`src/rtl/lcd_show_num_pkg.sv`:
```
// Shared constants and FSM encoding for the decimal field sequencer in front of lcd_show_char.
// Font advance widths and the ASCII offset match the lcd_show_char size constants.
package lcd_show_num_pkg;

  localparam int FONT_ASCII_OFFSET = 32;
  localparam int FONT12_ADV        = 6;
  localparam int FONT16_ADV        = 8;
  localparam int CONV_CYCLES       = 16;

  typedef enum logic [2:0] {
    S_IDLE = 3'd0,
    S_CONV = 3'd1,
    S_LOAD = 3'd2,
    S_REQ  = 3'd3,
    S_WAIT = 3'd4,
    S_NEXT = 3'd5,
    S_FIN  = 3'd6
  } state_t;

endpackage

```
`src/rtl/lcd_show_num_bin16_to_bcd5.sv`:
```
// Sequential double-dabble: a start pulse loads bin, and after 16 add-3/shift steps
// bcd holds five decimal nibbles with valid pulsed for one cycle.
module bin16_to_bcd5
  import lcd_show_num_pkg::*;
(
  input  logic        sys_clk,
  input  logic        sys_rst_n,
  input  logic        start,
  input  logic [15:0] bin,
  output logic [19:0] bcd,
  output logic        valid
);

  logic [15:0] bin_q;
  logic [3:0]  cnt;
  logic        run;
  logic [19:0] adj;

  always_comb begin
    adj = bcd;
    for (int n = 0; n < 5; n++) begin
      if (bcd[n*4 +: 4] >= 4'd5) adj[n*4 +: 4] = bcd[n*4 +: 4] + 4'd3;
    end
  end

  always_ff @(posedge sys_clk or negedge sys_rst_n) begin
    if (!sys_rst_n) begin
      bin_q <= '0;
      bcd   <= '0;
      cnt   <= '0;
      run   <= 1'b0;
      valid <= 1'b0;
    end else if (start) begin
      bin_q <= bin;
      bcd   <= '0;
      cnt   <= '0;
      run   <= 1'b1;
      valid <= 1'b0;
    end else if (run) begin
      // adjusted BCD and the remaining binary shift together as one 36-bit register
      {bcd, bin_q} <= {adj[18:0], bin_q, 1'b0};
      cnt          <= cnt + 4'd1;
      if (cnt == 4'(CONV_CYCLES - 1)) begin
        run   <= 1'b0;
        valid <= 1'b1;
      end
    end else begin
      valid <= 1'b0;
    end
  end

endmodule

```
`src/rtl/lcd_show_num.sv`:
```
// Displays an unsigned 16-bit value as a fixed-width decimal field by issuing one
// lcd_show_char request per digit, most significant first, advancing x per glyph.
module lcd_show_num
  import lcd_show_num_pkg::*;
#(
  parameter int DIGITS       = 5,
  parameter int CHAR_W0      = FONT12_ADV,
  parameter int CHAR_W1      = FONT16_ADV,
  parameter int ASCII_OFFSET = FONT_ASCII_OFFSET
) (
  input  logic        sys_clk,
  input  logic        sys_rst_n,
  input  logic        start,
  input  logic [15:0] num,
  input  logic [8:0]  start_x,
  input  logic [8:0]  start_y,
  input  logic        en_size_in,
  input  logic        blank_lead,
  input  logic        show_char_done,
  output logic        show_char_flag,
  output logic [6:0]  ascii_num,
  output logic [8:0]  char_x,
  output logic [8:0]  char_y,
  output logic        en_size,
  output logic        busy,
  output logic        done,
  output state_t      fsm_state
);

  localparam logic [6:0] ZERO_GLYPH = 7'(48 - ASCII_OFFSET);
  localparam logic [8:0] ADV0       = 9'(CHAR_W0);
  localparam logic [8:0] ADV1       = 9'(CHAR_W1);

  // Handshake: show_char_flag pulses for one cycle in REQ; ascii_num/char_x/char_y/en_size
  // are stable from REQ until show_char_done is seen in WAIT. done is ignored elsewhere.
  state_t      state, state_nxt;
  logic [19:0] bcd;
  logic        conv_valid;
  logic        accept;
  logic [2:0]  idx;
  logic        blank_q;
  logic        leading;
  logic [3:0]  cur_digit;
  logic        blank_now;

  assign accept    = (state == S_IDLE) && start;
  assign cur_digit = bcd[{idx, 2'b00} +: 4];
  assign blank_now = blank_q && leading && (idx != 3'd0) && (cur_digit == 4'd0);
  assign fsm_state = state;

  bin16_to_bcd5 u_bcd (
    .sys_clk   (sys_clk),
    .sys_rst_n (sys_rst_n),
    .start     (accept),
    .bin       (num),
    .bcd       (bcd),
    .valid     (conv_valid)
  );

  always_ff @(posedge sys_clk or negedge sys_rst_n) begin
    if (!sys_rst_n) state <= S_IDLE;
    else            state <= state_nxt;
  end

  always_comb begin
    state_nxt = state;
    case (state)
      S_IDLE: if (start) state_nxt = S_CONV;
      S_CONV: if (conv_valid) state_nxt = S_LOAD;
      S_LOAD: state_nxt = S_REQ;
      S_REQ:  state_nxt = S_WAIT;
      S_WAIT: if (show_char_done) state_nxt = S_NEXT;
      S_NEXT: state_nxt = (idx == 3'd0) ? S_FIN : S_LOAD;
      S_FIN:  state_nxt = S_IDLE;
      default: state_nxt = S_IDLE;
    endcase
  end

  always_comb begin
    show_char_flag = 1'b0;
    done           = 1'b0;
    busy           = 1'b0;
    if (state == S_REQ) show_char_flag = 1'b1;
    if (state == S_FIN) done = 1'b1;
    if (state != S_IDLE) busy = 1'b1;
  end

  always_ff @(posedge sys_clk or negedge sys_rst_n) begin
    if (!sys_rst_n) begin
      ascii_num <= '0;
      char_x    <= '0;
      char_y    <= '0;
      en_size   <= 1'b0;
      idx       <= '0;
      blank_q   <= 1'b0;
      leading   <= 1'b0;
    end else begin
      if (accept) begin
        char_x  <= start_x;
        char_y  <= start_y;
        en_size <= en_size_in;
        blank_q <= blank_lead;
        idx     <= 3'(DIGITS - 1);
        leading <= 1'b1;
      end
      if (state == S_LOAD) begin
        ascii_num <= blank_now ? 7'd0 : ZERO_GLYPH + {3'b000, cur_digit};
        if (cur_digit != 4'd0) leading <= 1'b0;
      end
      if (state == S_NEXT) begin
        // 9-bit add wraps modulo 512; no clipping at the panel edge
        char_x <= char_x + (en_size ? ADV1 : ADV0);
        if (idx != 3'd0) idx <= idx - 3'd1;
      end
    end
  end

endmodule

```
`config.mk`:
```
export PLATFORM = sky130hd
export DESIGN_NAME = lcd_show_num
export DESIGN_NICKNAME = d
export VERILOG_FILES = /design/src/rtl/lcd_show_num_pkg.sv /design/src/rtl/lcd_show_num_bin16_to_bcd5.sv /design/src/rtl/lcd_show_num.sv
export SDC_FILE = /design/constraint.sdc
export NUM_CORES = 1
export LEC_CHECK = 0
export CAP_MARGIN = 40
export CORE_MARGIN = 2
export CORE_UTILIZATION = 59
export CTS_BUF_LIST = sky130_fd_sc_hd__clkbuf_4
export DETAILED_ROUTE_END_ITERATION = 10
export PLACE_DENSITY = 0.92
export SLEW_MARGIN = 20
export SYNTH_ARGS = -nofsm -noshare
export SYNTH_HDL_FRONTEND = slang
export SYNTH_HIERARCHICAL = 1
export SYNTH_SLANG_ARGS = --single-unit
```
`constraint.sdc`:
```
create_clock -name sys_clk -period 2.94 [get_ports sys_clk]
set_input_delay 0.588 -clock sys_clk [delete_from_list [all_inputs] [get_ports sys_clk]]
set_output_delay 0.588 -clock sys_clk [all_outputs]
set_load 0.01 [all_outputs]
```
Word level (Yosys, flattened, before mapping):

Index checks and enable logic that the tools add are counted.

* add/subtract/negate cells: 9
* multiply operators: 0
* divide/modulo/power cells: 0
* magnitude comparators: 5
* equality and inequality tests: 11
* shift-type cells: 1
* mux-type cells: 35
* bitwise logic cells: 0
* reduce and logical (&&, ||, !) cells: 13

Operators by type and width (number)
* $mux W20: 2
* $mux W16: 2
* $mux W4: 7
* $mux W3: 8
* $ge A4 B3 Y1 const B: 5
* $shiftx A20 B6 Y4: 1
* $mux W9: 2
* $pmux W3 S6: 1
* $add A4 B2 Y4 const B: 4
* $mux W1: 12
* $add A9 B4 Y9: 1
* $eq A3 B3 Y1 const B: 3
* $add A5 B4 Y6 const A: 1
* $eq A3 B2 Y1 const B: 2
* $logic_not A3 Y1: 2
* $mux W6: 1
* $reduce_bool A3 Y1: 2
* $add A4 B1 Y4 const B: 1
* $eq A4 B4 Y1 const B: 1
* $logic_and A1 B1 Y1: 4
* $logic_not A4 Y1: 1
* $ne A2 B2 Y1 const B: 2
* $reduce_bool A2 Y1: 2
* $reduce_bool A4 Y1: 1
* other kinds (6): 6

* register bits after elaboration: 76
* bits in latches: 0
* bits in writable memories: 0
* bits in read-only memories: 0
* input port bits: 40
* output and inout port bits: 32
* logic and storage cells: 87
* memories kept: 0

Longest topological paths before layout:

Gate-level depths: netlist of the first run.

* depth in word-level cells: 5
* depth in mapped cells: 10
* gate-level depth less buffers: 8

Cells and area by module:

Netlist of the first run, hierarchy kept.

Modules (own cells, without submodules)
* bin16_to_bcd5: times used 1, cells an instance 233, area each 2285.9 um2, sequential area each 1051.0 um2
* lcd_show_num: times used 1, cells an instance 201, area each 1764.2 um2, sequential area each 800.8 um2

Worst setup path after synthesis of the first run:

No wires, ideal clock.

* kind: register -> register
* start point: register state[2] (netlist: fsm_state[2])
* end point: register u_bcd.bin_q[8]
* library setup time: 0.083 ns
* arrival: 1.878 ns
* required time: 2.857 ns
* slack: 0.979 ns
* cell stages (with the launch flop): 11
* path buffers: 5
* clock period less this slack: 1.961 ns
* path through: dfrtp_1 -> buf_2 -> nor3_2 -> nand2_2 -> inv_2 -> buf_2 -> buf_2 -> buf_2 -> buf_2 -> nand2_1 -> o21ai_0

* cells in the longest elaborated chain, start to end: 3
* elaborated cells between the ends (all ways): 4
* those cells by class: 1 x mux; 3 x reduce/logical

RTL lines
* start, declared: line lcd_show_num.sv:36 `state_t state, state_nxt;`
* start signal, assigned: line lcd_show_num.sv:62 `else state <= state_nxt;`
* $logic_not A3 Y1 (*): line lcd_show_num.sv:46 `assign accept = (state == S_IDLE) && start;`
* $logic_and A1 B1 Y1 (*): line lcd_show_num.sv:46
* net accept: line lcd_show_num.sv:39 `logic accept;`
* $mux W16 or $reduce_bool A2 Y1 (tied branches)
* end signal, assigned: line lcd_show_num_bin16_to_bcd5.sv:34 `bin_q <= bin;`
* end signal, assigned: line lcd_show_num_bin16_to_bcd5.sv:41 `{bcd, bin_q} <= {adj[18:0], bin_q, 1'b0};`
* end, declared: line lcd_show_num_bin16_to_bcd5.sv:14 `logic [15:0] bin_q;`

Mark *: on every way through the listed nets, which the timed path passes. The rest lies on a longest branch.
A chain may end at the register's enable or synchronous reset.

Worst setup path after layout of the first run:

* start point: register state[2] (netlist: fsm_state[2])
* end point: output port busy

* cells in the longest elaborated chain, start to end: 2

RTL lines
* $reduce_bool A3 Y1: line lcd_show_num.sv:85 `if (state != S_IDLE) busy = 1'b1;`
* $mux W1: line lcd_show_num.sv:85
* end, declared: line lcd_show_num.sv:25 `output logic busy,`

Every way passes these cells.

==> results of run 1 <==
==> per-stage QoR <==
step                      hold slack, ns  area, µm²
after floorplan                    0.292       4050
after global placement             0.459       4750
after detailed placement           0.463       4750
after CTS                          0.224       4880
after global routing               0.248       4880
final                              0.212       4880
==> power by group <==
group / total [W] / switching [W] / leakage, nW / internal, W
clock network: 0.000602 / 0.000353 / 0.0652 / 0.000249
logic: 0.00256 / 0.00129 / 1.26 / 0.00127
registers: 0.00203 / 0.000550 / 0.923 / 0.00148
total: 0.00519 / 0.00219 / 2.25 / 0.00300
==> sequential cells by signal (all words and copies together), names as in the netlist <==
register	count
u_bcd/run	1
u_bcd/bcd	20
u_bcd/valid	1
char_y	9
blank_q	1
idx	3
char_x	9
u_bcd/cnt	4
leading	1
u_bcd/bin_q	16
ascii_num	5
fsm_state	3
en_size	1
==> layer usage <==
layer,GRT usage [%],up-vias,share of wire [%]
met3,4.27,23,5.0
met1,30.1,1631,43
met4,8.81,0,1.8
met5,0,-,0
met2,40.2,120,50
li1,-,1637,-
==> layout make-up <==
type | instances | area (µm²) | area share (%)
Sequential cell | 74 | 1850 | 38.0
Multi-Input combinational cell | 314 | 1970 | 40.5
Clock buffer | 9 | 67.6 | 1.38
Tap cell | 80 | 100 | 2.05
Inverter | 21 | 78.8 | 1.61
Clock inverter | 6 | 58.8 | 1.20
Timing Repair Buffer | 74 | 748 | 15.3
==> cell families after synthesis <==
family | after synthesis | share of synthesized area, %
flip-flops | 74 | 45.7
buffers and inverters | 47 | 5.62
AND/OR/NAND/NOR | 160 | 19.2
other | 1 | 0.0926
adder cells (fa/ha/maj) | 17 | 5.44
AO/OA/AOI/OAI | 103 | 16.1
multiplexers | 26 | 6.58
XOR/XNOR | 6 | 1.30
==> how the worst min path moves through the flow <==
stage | startpoint | end | slack [ns] | depth (start not counted)
6_report | sys_rst_n | char_x[5] | 0.21 | 1
5_1_grt | sys_rst_n | fsm_state[2] | 0.25 | 1
4_1_cts | sys_rst_n | char_x[3] | 0.22 | 1
3_5_place_dp | char_y[7] | char_y[7] | 0.46 | 2
3_3_place_gp | char_y[7] | char_y[7] | 0.46 | 2
2_1_floorplan | sys_rst_n | ascii_num[0] | 0.29 | 0
==> worst max-delay path, delay by kind of cell, from the launching register on <==
family | cells | cell delay (ns)
buffers and inverters | 2 | 0.53
DFF | 1 | 0.54
and+or+nand+nor | 1 | 0.28
==> placed cells by master, fill, tap and decap left out, types with 10 or more instances in the layout <==
| cell | instances |
|---|---|
| o21ai_1 | 16 |
| dfrtp_1 | 73 |
| nand2_1 | 82 |
| clkdlybuf4s50_1 | 68 |
| inv_1 | 19 |
| nor2_1 | 22 |
| ha_1 | 16 |
| a21oi_1 | 17 |
| mux2i_1 | 21 |
| nand3_1 | 10 |
| o21ai_0 | 27 |
==> results.py, run 1 <==
metrics = {
    "synthesis": {
        "synthFlopType": "dfrtp_1",
        "synthCells": 434,
        "synth.most_common_cell": "nand2_1",
        "synth_seq_cells": 74,
        "avgSynthCellArea_um2": 9.33,
        "synth_top_area_share_pct": 45.7,
        "netlist_top_cells_count": "nand2_1 (82), dfrtp_1 (74), o21ai_0 (27)",
        "async_reset_ff_share_pct": 100,
        "synth_edf_count": 0,
        "netlist_area_um2": 4050,
        "yosys_warnings": 6,
        "synth-seq-area-share_pct": 45.7,
        "synth.area.top_cells": "dfrtp_1 (46%), nand2_1 (7.6%), mux2i_1 (5.2%)",
        "yosysTopAreaCell": "dfrtp_1",
        "ys_types": 64,
    },
    "clocking": {
        "cts_tree": "done",
        "root_buffer": "clkbuf_4",
        "path_clk_slew_ns": 0.13,
        "cts_buffers": 9,
        "ctsHoldBuffers": 0,
        "numClockSinks": 74,
        "cts_max_path_buffers": 2,
        "clk_latency_ns": 0.40,
        "h-tree-depth": 3,
        "cts_setup_buffers": 0,
        "cts_resized": 0,
    },
    "placed_design": {
        "dp_slack_ns": 0.606,
        "globalplace.congestion": 0.855,
        "dpl.cell_count": 563,
        "io_buffers": 69,
        "dp.final_hpwl_mm": 6.09,
    },
    "timing": {
        "slew_headroom_pct": 53.8,
        "min_period_over_period_pct": 79.6,
        "period_minus_slack_ns": 2.34,
        "fin_skew_ns": 0.0154,
        "setup_tns_ns": 0,
        "hold_viol": 0,
        "worst_slack_ns": 0.600,
        "drv_slew": 0,
        "worstMarginPinSlew_ns": 0.693,
        "setup_violations": 0,
        "fmax_ghz": 0.427,
        "rsz0062_at_grt": "no",
    },
    "route": {
        "drcViolationCount": 0,
        "vias": 3411,
        "drtPass1Iterations": 5,
        "drt-initial-drc-count": 208,
        "routed_wl_mm": 8.86,
        "avgViaCountPerCell": 5.90,
        "wl_per_cell_um": 15.3,
        "ant_nets": 0,
    },
    "worst_setup_path": {
        "critPathCapture": "busy",
        "setup.worst_path.class": "reg2out",
        "slowest_delay_ns": 0.54,
        "crit_start": "fsm_state[2]",
        "ff2ff_setup_slack_ns": 0.85,
        "start_kind": "flop",
        "rr_startpoint": "fsm_state[2]",
        "cp_max_fo": 11,
        "r2r_cells": 7,
        "crit_chain": "nor3_2 > inv_1 > clkdlybuf4s50_1",
        "required_ns": 2.35,
        "r2r-end": "char_x[6]",
        "worst_setup_path_end_kind": "output port",
        "slowest_stage": "dfrtp_1",
        "arrival_ns": 1.75,
    },
    "floorplan": {
        "die_x_um": 86.9,
        "die-area_um2": 7540,
        "core_area_um2": 6720,
        "rows": 30,
        "die_y_um": 86.9,
        "io_pins": 72,
        "initial_core_util_pct": 60.3,
    },
    "power_and_ir_drop": {
        "p_leak_nw": 2.25,
        "power_density_nw_per_um2": 1060,
        "irDropWorstVdd_mv": 0.560,
        "p_total_w": 0.00519,
    },
    "run_status": {
        "outcome": "complete, no violations",
    },
    "finish": {
        "drive_above_1_share_pct": 6.83,
        "num-fill-cells": 471,
        "layout-area-overhead-vs-synth_pct": 20.5,
        "final_util_pct": 72.6,
        "layout.nets": 551,
        "diodes": 0,
        "stdcell_count": 578,
    },
    "global_route": {
        "grt_pass1_vias": 3263,
        "grt_usage_pct": 23.6,
        "grt.overflow.total": 0,
        "grt_first_pass_wirelength_mm": 14.3,
        "antenna_found_initial": 0,
        "grt_max_degree": 47,
    },
    "min_path": {
        "hp-class": "in2async",
    },
    "run": {
        "max_cap_viol_count": 0,
    },
}
No activity file was read; power rests on OpenSTA's default activity.
==> inputs of run 2 (changes only) <==
--- a/config.mk
+++ b/config.mk
@@ -7,10 +7,10 @@
 export LEC_CHECK = 0
 export CAP_MARGIN = 40
 export CORE_MARGIN = 2
-export CORE_UTILIZATION = 59
+export CORE_UTILIZATION = 49
 export CTS_BUF_LIST = sky130_fd_sc_hd__clkbuf_4
 export DETAILED_ROUTE_END_ITERATION = 10
-export PLACE_DENSITY = 0.92
+export PLACE_DENSITY = 0.82
 export SLEW_MARGIN = 20
 export SYNTH_ARGS = -nofsm -noshare
 export SYNTH_HDL_FRONTEND = slang
==> constraint.sdc (replaced) <==
create_clock -name sys_clk -period 2 [get_ports sys_clk]
set_input_delay 0.4 -clock sys_clk [delete_from_list [all_inputs] [get_ports sys_clk]]
set_output_delay 0.4 -clock sys_clk [all_outputs]
set_load 0.01 [all_outputs]
==> run 2 against run 1 <==
Non-clock buffer count up 19. Power up 50%. Core utilization down 10 points. Critical path type unchanged. Sequential power up 43%. Critical endpoint is now fsm_state[0]. Combinational power up 54%. First-iteration DRC count down 31%. Largest power group unchanged.
==> results.py, run 2 (same netlist as run 1, synthesis figures left out) <==
metrics = {
    "run_status": {
        "outcome": "complete, no violations",
    },
    "finish": {
        "diodes": 0,
        "layout-area-overhead-vs-synth_pct": 25.0,
        "final_common_cell": "nand2_1",
        "final_cell_mix": "nand2_1 (82), dfrtp_1 (71), clkdlybuf4s50_1 (65), o21ai_0 (27)",
        "largest_registers": "u_bcd/bcd: 20 flops, u_bcd/bin_q: 16 flops",
        "drive_above_1_share_pct": 11.0,
        "stdcell_count": 623,
        "largest_reg_flops": 20,
        "layout.nets": 570,
        "top_register": "u_bcd/bcd",
        "design_area_um2": 5060,
    },
    "global_route": {
        "grt_first_pass_wirelength_mm": 14.9,
        "grt_usage_pct": 20.9,
        "grt_max_degree": 40,
        "grt.overflow.total": 0,
        "antenna_found_initial": 0,
        "grt_pass1_vias": 3357,
    },
    "worst_setup_path": {
        "arrival_ns": 1.54,
        "slowest_delay_ns": 0.54,
        "start_kind": "flop",
        "worst_setup_path_end_kind": "output port",
        "cp_top_family": "buffers and inverters",
        "cp_num_buf_inv": 2,
        "slowest_stage": "clkdlybuf4s50_1",
        "cp_max_fo": 6,
        "crit_chain": "buf_4 > clkdlybuf4s50_1",
        "required_ns": 1.60,
        "setup.worst_path.class": "reg2out",
    },
    "floorplan": {
        "initial_core_util_pct": 50.0,
        "io_pins": 72,
        "rows": 33,
        "die_y_um": 94.9,
        "die_x_um": 94.9,
        "die-area_um2": 9010,
        "core_area_um2": 8090,
    },
    "route": {
        "drt-initial-drc-count": 143,
        "routed_wl_mm": 8.93,
        "ant_nets": 0,
        "avgViaCountPerCell": 5.58,
        "wl_per_cell_um": 14.3,
        "vias": 3474,
        "drcViolationCount": 0,
        "drtPass1Iterations": 4,
    },
    "clocking": {
        "cts_max_path_buffers": 2,
        "cts_buffers": 9,
        "root_buffer": "clkbuf_4",
        "numClockSinks": 74,
        "path_clk_slew_ns": 0.13,
        "cts_tree": "done",
        "clk_latency_ns": 0.45,
        "h-tree-depth": 3,
    },
    "power_and_ir_drop": {
        "p_total_w": 0.00779,
        "irDropWorstVdd_mv": 0.709,
        "power_density_nw_per_um2": 1540,
        "p_leak_nw": 2.35,
    },
    "timing": {
        "period_minus_slack_ns": 1.94,
        "drv_slew": 0,
        "fmax_ghz": 0.516,
        "min_period_over_period_pct": 97.0,
        "rsz0062_at_grt": "no",
        "fin_skew_ns": 0.0133,
        "setup_tns_ns": 0,
        "hold_viol": 0,
        "setup_violations": 0,
    },
    "placed_design": {
        "dpl.cell_count": 600,
        "dp.final_hpwl_mm": 6.36,
        "placed_area_um2": 4870,
        "io_buffers": 69,
        "globalplace.congestion": 0.852,
    },
    "min_path": {
        "hp-class": "in2async",
    },
    "run": {
        "max_cap_viol_count": 0,
    },
}
==> run 2: final timing paths <==
path	start	endpoint	slack (ns)	cells past startpoint
worst min register to register	char_x[0]	char_x[0]	0.49	2
worst max register to register	en_size	char_x[7]	0.18	8
worst max-delay path	fsm_state[0]	fsm_state[0]	0.06	2
max in group asynchronous	sys_rst_n	u_bcd/run	1.09	3
worst min-delay path	sys_rst_n	char_x[6]	0.33	2
min in group sys_clk	start_y[2]	char_y[2]	0.46	3
==> run 2: per-stage QoR <==
step                hold WS [ns]  utilization [%]  setup WS (ns)
floorplan                  0.104                -         0.0390
global placement           0.272             60.1          0.133
detailed placement         0.275             60.1         0.0894
CTS                        0.332             62.4         0.0275
global route               0.330             62.6         0.0132
finish                     0.334             62.6         0.0610
==> run 2: worst register-to-register path, stage by stage (launching register included) <==
cell and delay [ns]:
dfrtp_1 0.40, inv_1 0.10, ha_1 0.22, fa_1 0.40
a21oi_1 0.16, nor2b_1 0.09, a31oi_1 0.18, o21ai_1 0.08
o311ai_1 0.09
==> run 2: what timing repair did <==
action	in CTS	in global routing
hold endpoints to repair	13	0
resized for setup	8	1
setup endpoints to repair	4	3
pin swaps	0	0
buffers inserted	4	2
hold buffers	1	0
==> run 2: layout make-up <==
type                            instances  area (µm²)
Clock buffer                            9        67.6
Clock inverter                          7        70.1
Fill cell                             687        3030
Inverter                               21        78.8
Multi-Input combinational cell        314        1980
Sequential cell                        74        1860
Tap cell                              105         131
Timing Repair Buffer                   93         880
==> run 2: routing by layer <==
layer  vias up  share of wire, %  GRT usage (%)
met1      1657                43           26.0
li1       1678                 -              -
met4         0               1.7           7.73
met3        19               6.2           5.67
met5         -                 0              0
met2       120                50           34.9
==> run 2: power breakdown <==
part	leakage [nW]	switching, W	internal, W	total [W]
clock	0.0757	0.000557	0.000378	0.000935
combinational	1.35	0.00196	0.00199	0.00394
sequential	0.920	0.000733	0.00218	0.00291
total	2.35	0.00325	0.00454	0.00779
==> inputs of run 3 (changes only) <==
--- a/config.mk
+++ b/config.mk
@@ -11,7 +11,6 @@
 export CTS_BUF_LIST = sky130_fd_sc_hd__clkbuf_4
 export DETAILED_ROUTE_END_ITERATION = 10
 export PLACE_DENSITY = 0.82
-export SLEW_MARGIN = 20
 export SYNTH_ARGS = -nofsm -noshare
 export SYNTH_HDL_FRONTEND = slang
 export SYNTH_HIERARCHICAL = 1
==> results of run 3 <==
Final layout, timing and power as in run 2 (identical DEF).
